`src/rtl/program_loader.sv`:
```
`default_nettype none
// +--------------------------------------------------------------------------+
// | Module   : program_loader                                                |
// | Purpose  : Assembles 16-bit BIP instructions from a received byte stream |
// |            (high byte first), writes them to program memory from address |
// |            0 upward, then enables the CPU until it halts.                |
// | Options  : PROGRAM_LOADER_CHECKSUM_EN - after the terminating write, one |
// |            extra byte must equal the XOR of all loaded bytes before the  |
// |            CPU is started; a mismatch raises load_error instead.         |
// | Revision : 1.0 - initial release                                         |
// +--------------------------------------------------------------------------+
module program_loader #(
  parameter int AB = 11,
  parameter int DB = 16
) (
  input  logic          clk,
  input  logic          reset_n,
  input  logic [7:0]    rx_data,
  input  logic          rx_done,
  input  logic          bip_halted,
  output logic [AB-1:0] prog_addr,
  output logic [DB-1:0] prog_data,
  output logic          prog_we,
  output logic          start_bip,
  output logic          load_done,
  output logic          load_error
);

  typedef enum logic [2:0] {
    LOAD_HI = 3'd0,
    LOAD_LO = 3'd1,
    CHECK   = 3'd2,
    RUN     = 3'd3,
    DONE    = 3'd4
  } state_t;

  localparam logic [AB-1:0] PTR_MAX = '1;

  state_t        state_q, state_d;
  logic [7:0]    hi_q, hi_d;
  logic [AB-1:0] ptr_q, ptr_d;
  logic [AB-1:0] addr_q, addr_d;
  logic [DB-1:0] data_q, data_d;
  logic          we_q, we_d;
  logic          start_q, start_d;
  logic          done_q, done_d;
  logic [15:0]   instr_w;

  assign instr_w = {hi_q, rx_data};

`ifdef PROGRAM_LOADER_CHECKSUM_EN
  logic [7:0] csum_q, csum_d;
  logic       err_q, err_d;
  // Load-checksum accumulator and abort flag
  always_ff @(posedge clk or negedge reset_n) begin
    if (!reset_n) begin
      csum_q <= '0;
      err_q  <= 1'b0;
    end else begin
      csum_q <= csum_d;
      err_q  <= err_d;
    end
  end
  assign load_error = err_q;
`else
  assign load_error = 1'b0;
`endif

  // State, pointer and output registers
  always_ff @(posedge clk or negedge reset_n) begin
    if (!reset_n) begin
      state_q <= LOAD_HI;
      hi_q    <= '0;
      ptr_q   <= '0;
      addr_q  <= '0;
      data_q  <= '0;
      we_q    <= 1'b0;
      start_q <= 1'b0;
      done_q  <= 1'b0;
    end else begin
      state_q <= state_d;
      hi_q    <= hi_d;
      ptr_q   <= ptr_d;
      addr_q  <= addr_d;
      data_q  <= data_d;
      we_q    <= we_d;
      start_q <= start_d;
      done_q  <= done_d;
    end
  end

  // Next-state and output decode; prog_we is a single-cycle strobe
  always_comb begin
    state_d = state_q;
    hi_d    = hi_q;
    ptr_d   = ptr_q;
    addr_d  = addr_q;
    data_d  = data_q;
    we_d    = 1'b0;
    start_d = start_q;
    done_d  = done_q;
`ifdef PROGRAM_LOADER_CHECKSUM_EN
    csum_d  = csum_q;
    err_d   = err_q;
`endif
    case (state_q)
      LOAD_HI: begin
        if (rx_done) begin
          hi_d    = rx_data;
`ifdef PROGRAM_LOADER_CHECKSUM_EN
          csum_d  = csum_q ^ rx_data;
`endif
          state_d = LOAD_LO;
        end
      end
      LOAD_LO: begin
        if (rx_done) begin
          we_d   = 1'b1;
          addr_d = ptr_q;
          data_d = DB'(instr_w);
`ifdef PROGRAM_LOADER_CHECKSUM_EN
          csum_d = csum_q ^ rx_data;
`endif
          // Saturate at the top address so the pointer never wraps
          if (ptr_q != PTR_MAX) ptr_d = ptr_q + 1'b1;
          if (instr_w == 16'h0000 || ptr_q == PTR_MAX) begin
`ifdef PROGRAM_LOADER_CHECKSUM_EN
            state_d = CHECK;
`else
            state_d = RUN;
`endif
          end else begin
            state_d = LOAD_HI;
          end
        end
      end
`ifdef PROGRAM_LOADER_CHECKSUM_EN
      CHECK: begin
        if (rx_done) begin
          if (rx_data == csum_q) begin
            state_d = RUN;
          end else begin
            err_d   = 1'b1;
            state_d = DONE;
          end
        end
      end
`endif
      RUN: begin
        // Halt has priority over any byte arriving in the same cycle
        if (bip_halted) begin
          start_d = 1'b0;
          done_d  = 1'b1;
          state_d = DONE;
        end else begin
          start_d = 1'b1;
        end
      end
      DONE: begin
        // A new byte is the high byte of instruction 0 of the next program
        if (rx_done) begin
          done_d  = 1'b0;
          ptr_d   = '0;
          hi_d    = rx_data;
`ifdef PROGRAM_LOADER_CHECKSUM_EN
          err_d   = 1'b0;
          csum_d  = rx_data;
`endif
          state_d = LOAD_LO;
        end
      end
      default: state_d = LOAD_HI;
    endcase
  end

  assign prog_addr = addr_q;
  assign prog_data = data_q;
  assign prog_we   = we_q;
  assign start_bip = start_q;
  assign load_done = done_q;

endmodule
`default_nettype wire

```
`config.mk`:
```
export PLATFORM = sky130hd
export DESIGN_NAME = program_loader
export DESIGN_NICKNAME = d
export VERILOG_FILES = /design/src/rtl/program_loader.sv
export SDC_FILE = /design/constraint.sdc
export NUM_CORES = 1
export LEC_CHECK = 0
export CAP_MARGIN = 20
export CELL_PAD_IN_SITES_DETAIL_PLACEMENT = 0
export CELL_PAD_IN_SITES_GLOBAL_PLACEMENT = 1
export CORE_ASPECT_RATIO = 0.8
export CORE_UTILIZATION = 44
export CTS_BUF_LIST = sky130_fd_sc_hd__clkbuf_4
export CTS_CLUSTER_DIAMETER = 60
export DETAILED_ROUTE_END_ITERATION = 12
export MAX_ROUTING_LAYER = met4
export PLACE_DENSITY_LB_ADDON = 0.1
export SLEW_MARGIN = 20
export SYNTH_ARGS = -nofsm -noshare
export SYNTH_HDL_FRONTEND = slang
export SYNTH_SLANG_ARGS = --single-unit
```
`constraint.sdc`:
```
create_clock -name clk -period 5.1 [get_ports clk]
set_clock_uncertainty 0.1 [all_clocks]
set_input_delay 0.51 -clock clk [delete_from_list [all_inputs] [get_ports clk]]
set_output_delay 0.51 -clock clk [all_outputs]
set_load 0.05 [all_outputs]
```
# Word level (Yosys, flattened, before mapping)

Cells that the tools add are included.

Output and inout port bits: 31
Word-level logic and storage cells: 45
Input bits: 12
Bits in registers: 52

Reduce and logical (&&, ||, !) cells: 11
Add/subtract/negate cells: 1
Eq/ne operators: 10
Multiplexer cells: 15

Operators by type and width:

| cell                  | number |
|---|---|
| $mux 11               | 3 |
| $pmux 11 s2           | 1 |
| $logic_not 16->1      | 1 |
| $add 11x1->11 const B | 1 |
| $eq 11x11->1 const B  | 1 |
| $ne 11x11->1 const B  | 1 |
| $mux 3                | 3 |
| $pmux 3 s3            | 1 |
| $ne 2x2->1 const B    | 4 |
| $reduce_and 3->1      | 2 |
| $mux 1                | 5 |
| $reduce_and 2->1      | 2 |
| $reduce_and 4->1      | 1 |
| $reduce_bool 2->1     | 2 |
| $eq 3x1->1 const B    | 1 |
| $eq 3x2->1 const B    | 1 |
| $eq 3x3->1 const B    | 1 |
| $logic_not 3->1       | 1 |
| $mux 2                | 1 |
| $ne 2x1->1 const B    | 1 |
| $pmux 1 s2            | 1 |
| $reduce_or 2->1       | 1 |
| $logic_or 1x1->1      | 1 |

# Logic depth before layout (Yosys ltp)

Word-level depth: 5
Mapped depth: 6
Gate-level depth less buffers: 5

# Worst setup path after synthesis

No wires, ideal clock.

Path type: register -> register
Start point: reg ptr_q[0]
End point: reg ptr_q[3]
Setup time: 0.086 ns
Data required time: 4.914 ns
Buffers on the path: 0
Data arrival time: 1.535 ns
Stages on the path, launching flop included: 6
Clock period less this slack: 1.721 ns
Setup slack: 3.379 ns
Cells stage by stage: dfrtp_1 ha_1 nand4_1 or3_4 and4_1 nor3_1

Word-level cells in the longest chain between the ends: 4
Elaborated cells between the ends (all ways): 7
Those cells by class: add/sub: 1; eq/ne: 2; mux: 3; reduce/logical: 1

Ends and longest elaborated chain:

| element                  | RTL line | text |
|---|---|---|
| start: declaration       | 41       | `logic [AB-1:0] ptr_q, ptr_d;` |
| start signal: assignment | 83       | `ptr_q <= ptr_d;` |
| $add 11x1->11            | 125      | `if (ptr_q != PTR_MAX) ptr_d = ptr_q + 1'b1;` |
| $mux 11                  | 125      |  |
| $mux 11                  | 117      | `if (rx_done) begin` |
| $pmux 11 s2              | 106      | `case (state_q)` |

Parallel ways exist; a longest one is shown, timed or not. The select of a mux whose other input is x is not followed.
A chain may end at the register's enable or synchronous reset.

# Final worst setup path

Start point: in rx_done
End point: reg ptr_q[6]

Word-level cells in the longest chain between the ends: 2
Elaborated cells between the ends (all ways): 3
Those cells by class: eq/ne: 2; reduce/logical: 1

Ends and longest elaborated chain:

| element                        | RTL line | text |
|---|---|---|
| start: declaration             | 19       | `input logic rx_done,` |
| $ne 2x2->1 (no line)           | --       |  |
| $reduce_and 4->1 (no line) (*) | --       |  |

Every way passes the cells marked *; elsewhere a longest branch is shown, timed or not.

==> impl_metrics.env <==
export IMPL_status="complete, no violations"
export IMPL_clk_pin_slew_ns=0.16
export IMPL_fin_crit_sh_pct=50.5
export IMPL_cts_hold_fix_buffers=0
export IMPL_drv_slew=0
export IMPL_postSynth_asyncResetShare_pct=100
export IMPL_clockBufferDepth=2
export IMPL_final_cell_mix="nand2_1 (91), dfrtp_1 (52), clkdlybuf4s50_1 (40)"
export IMPL_syn_area_um2=2250
export IMPL_slew_headroom_pct=35.9
export IMPL_powerDensity_nw_per_um2=440
export IMPL_syn_avg_cell_area_um2=9.81
export IMPL_die_x_um=81.9
export IMPL_setup_tns_ns=0
export IMPL_die_area_um2=5400
export IMPL_hold_viol=0
export IMPL_synth_seq_area_share_pct=57.9
export IMPL_antennaDiodeCount=0
export IMPL_vias=1709
export IMPL_rsz0062_at_grt="false"
export IMPL_grt_pass1_wl_um=8100
export IMPL_cts_sinks=52
export IMPL_area_growth_synth_to_final_pct=22.3
export IMPL_max_cap_violations=0
export IMPL_synth_nets=242
export IMPL_fin_crit_ns=2.57
export IMPL_clk_latency_ns=0.37
export IMPL_yosys_cell_types_count=43
export IMPL_drtIter0Drc=74
export IMPL_worstPathRequired_ns=5.29
export IMPL_postSynth_topFlopCell="dfrtp_1"
export IMPL_synth_edf_count=0
export IMPL_antenna_found_initial=0
export IMPL_cts_setup_buffers=0
export IMPL_cts_repair_resized=0
export IMPL_ir_drop_mv=0.323
export IMPL_setup_viol_count_final=0
export IMPL_drt_first_pass_iters=4
export IMPL_tightestPinTransition_ns=0.960
export IMPL_overflow=0
export IMPL_critPathMaxFanout=32
export IMPL_drive_gt1_share_pct=10.3
export IMPL_grt_max_degree=53
export IMPL_ys_ff_latch=52
export IMPL_cts_tree="built"
export IMPL_path_class="in2reg"
export IMPL_whs_ns=0.132
export IMPL_fp_coreArea_um2=4730
export IMPL_ys_warn_count=0
export IMPL_initial_core_util_pct=47.4
export IMPL_clockRootBuffer="clkbuf_4"
export IMPL_worstSetupEndpointType="register"
export IMPL_dp_hpwl_um=3090
export IMPL_grt_pass1_vias=1672
export IMPL_utilization_pct=58.0
export IMPL_antenna_left=0
export IMPL_critPathLaunchType="primary input"
export IMPL_wl_per_cell_um=13.6
export IMPL_routed_wl_um=4500
export IMPL_final_common_cell="nand2_1"
export IMPL_grt_total_usage_pct=20.2
export IMPL_htree_levels=2
export IMPL_place_congestion=0.758
export IMPL_die_y_um=65.9
export IMPL_nets=283
export IMPL_syn_inst=229
export IMPL_cts_inserted_buffers=5
export IMPL_io_pins=43
export IMPL_drc_errors=0
export IMPL_rows=22
export IMPL_arrival_ns=2.76
export IMPL_port_buffers=41
export IMPL_total_leakage_power_nw=1.28
export IMPL_fmax_mhz=389
export IMPL_hold_path_class="in2async"
export IMPL_routed_via_density=5.16
==> state kept, by name (all words and copies together) (netlist names) <==
name / flops
hi_q: 8
load_done: 1
prog_addr: 11
prog_data: 16
prog_we: 1
ptr_q: 11
start_bip: 1
state_q: 3
==> worst paths after layout <==
| path | slack (ns) | cells after the start | endpoint | start |
|---|---|---|---|---|
| max reg2reg | 2.57 | 6 | ptr_q[6]$_DFFE_PN0P_ | state_q[2]$_DFFE_PN0P_ |
| max | 2.53 | 7 | ptr_q[6]$_DFFE_PN0P_ | rx_done |
| max in group asynchronous | 4.32 | 2 | ptr_q[2]$_DFFE_PN0P_ | reset_n |
| min reg2reg | 0.39 | 2 | prog_addr[6]$_DFFE_PN0P_ | prog_addr[6]$_DFFE_PN0P_ |
| min | 0.13 | 2 | prog_addr[3]$_DFFE_PN0P_ | reset_n |
| min in group clk | 0.39 | 2 | prog_addr[6]$_DFFE_PN0P_ | prog_addr[6]$_DFFE_PN0P_ |
==> routing by layer <==
metal | GRT usage [%] | wire, um | vias up
li1 | - | - | 860
met1 | 30.8 | 2480 | 810
met3 | 3.86 | 207 | 2
met4 | 4.61 | 15 | 0
met2 | 27.5 | 1800 | 37
met5 | - | 0 | -
==> area by class of cell <==
class / instances / area (um2)
Fill cell: 436 / 1990
Sequential cell: 52 / 1300
Multi-Input combinational cell: 165 / 877
Timing Repair Buffer: 44 / 428
Tap cell: 60 / 75.1
Clock buffer: 5 / 37.5
Clock inverter: 3 / 21.3
Inverter: 2 / 7.51
==> worst max-delay path, stage by stage <==
cell	delay [ns]
clkdlybuf4s50_1	0.51
nand4bb_1	0.10
buf_4	0.25
inv_1	0.74
nand2_1	0.22
nor3_1	0.22
mux2i_1	0.20
==> metrics by stage <==
stage          instance area, um2  std cells  worst slack (ns)  power [mW]
6_report                     2750        331              2.53        1.21
5_1_grt                      2750        331              2.30        1.29
4_1_cts                      2750        331              2.53        1.22
3_5_place_dp                 2690        323              2.15        1.04
3_3_place_gp                 2690        323              2.24        1.03
2_1_floorplan                2250        229              3.38       0.873
==> logic make-up (layout without fill, tap and decap cells) <==
family          Yosys count  in the layout  share of synthesized area, %
mux                       9              9                          4.46
compound gates           23             23                          6.74
other cells               1              1                         0.167
simple gates            130            130                          26.4
xor+xnor                  1              1                         0.724
buf+inv                  12             54                          3.01
flops                    52             52                          57.9
fa+ha+maj                 1              1                         0.557
==> cells in the mapped netlist, types with 2 or more instances <==
| cell type | number | area (um2) |
|---|---|---|
| dfrtp_1 | 52 | 1300 |
| o21ai_0 | 3 | 15.0 |
| nand2_1 | 91 | 342 |
| or4_1 | 2 | 15.0 |
| nand3_1 | 5 | 25.0 |
| nor3_1 | 6 | 30.0 |
| o31ai_1 | 3 | 22.5 |
| o211ai_1 | 2 | 15.0 |
| inv_1 | 2 | 7.51 |
| clkbuf_1 | 4 | 15.0 |
| and3_1 | 3 | 18.8 |
| mux2_2 | 8 | 90.1 |
| nand4_1 | 3 | 18.8 |
| nor2_1 | 4 | 15.0 |
| buf_6 | 2 | 22.5 |
| a21oi_1 | 7 | 35.0 |
| nor4_1 | 4 | 25.0 |
| buf_2 | 3 | 15.0 |
==> power by group <==
| part | switching (mW) | internal [mW] | total, mW |
|---|---|---|---|
| registers | 0.0754 | 0.498 | 0.574 |
| clock network | 0.129 | 0.0549 | 0.184 |
| logic | 0.296 | 0.156 | 0.452 |
Note: power is estimated with default switching activity, not from simulation.
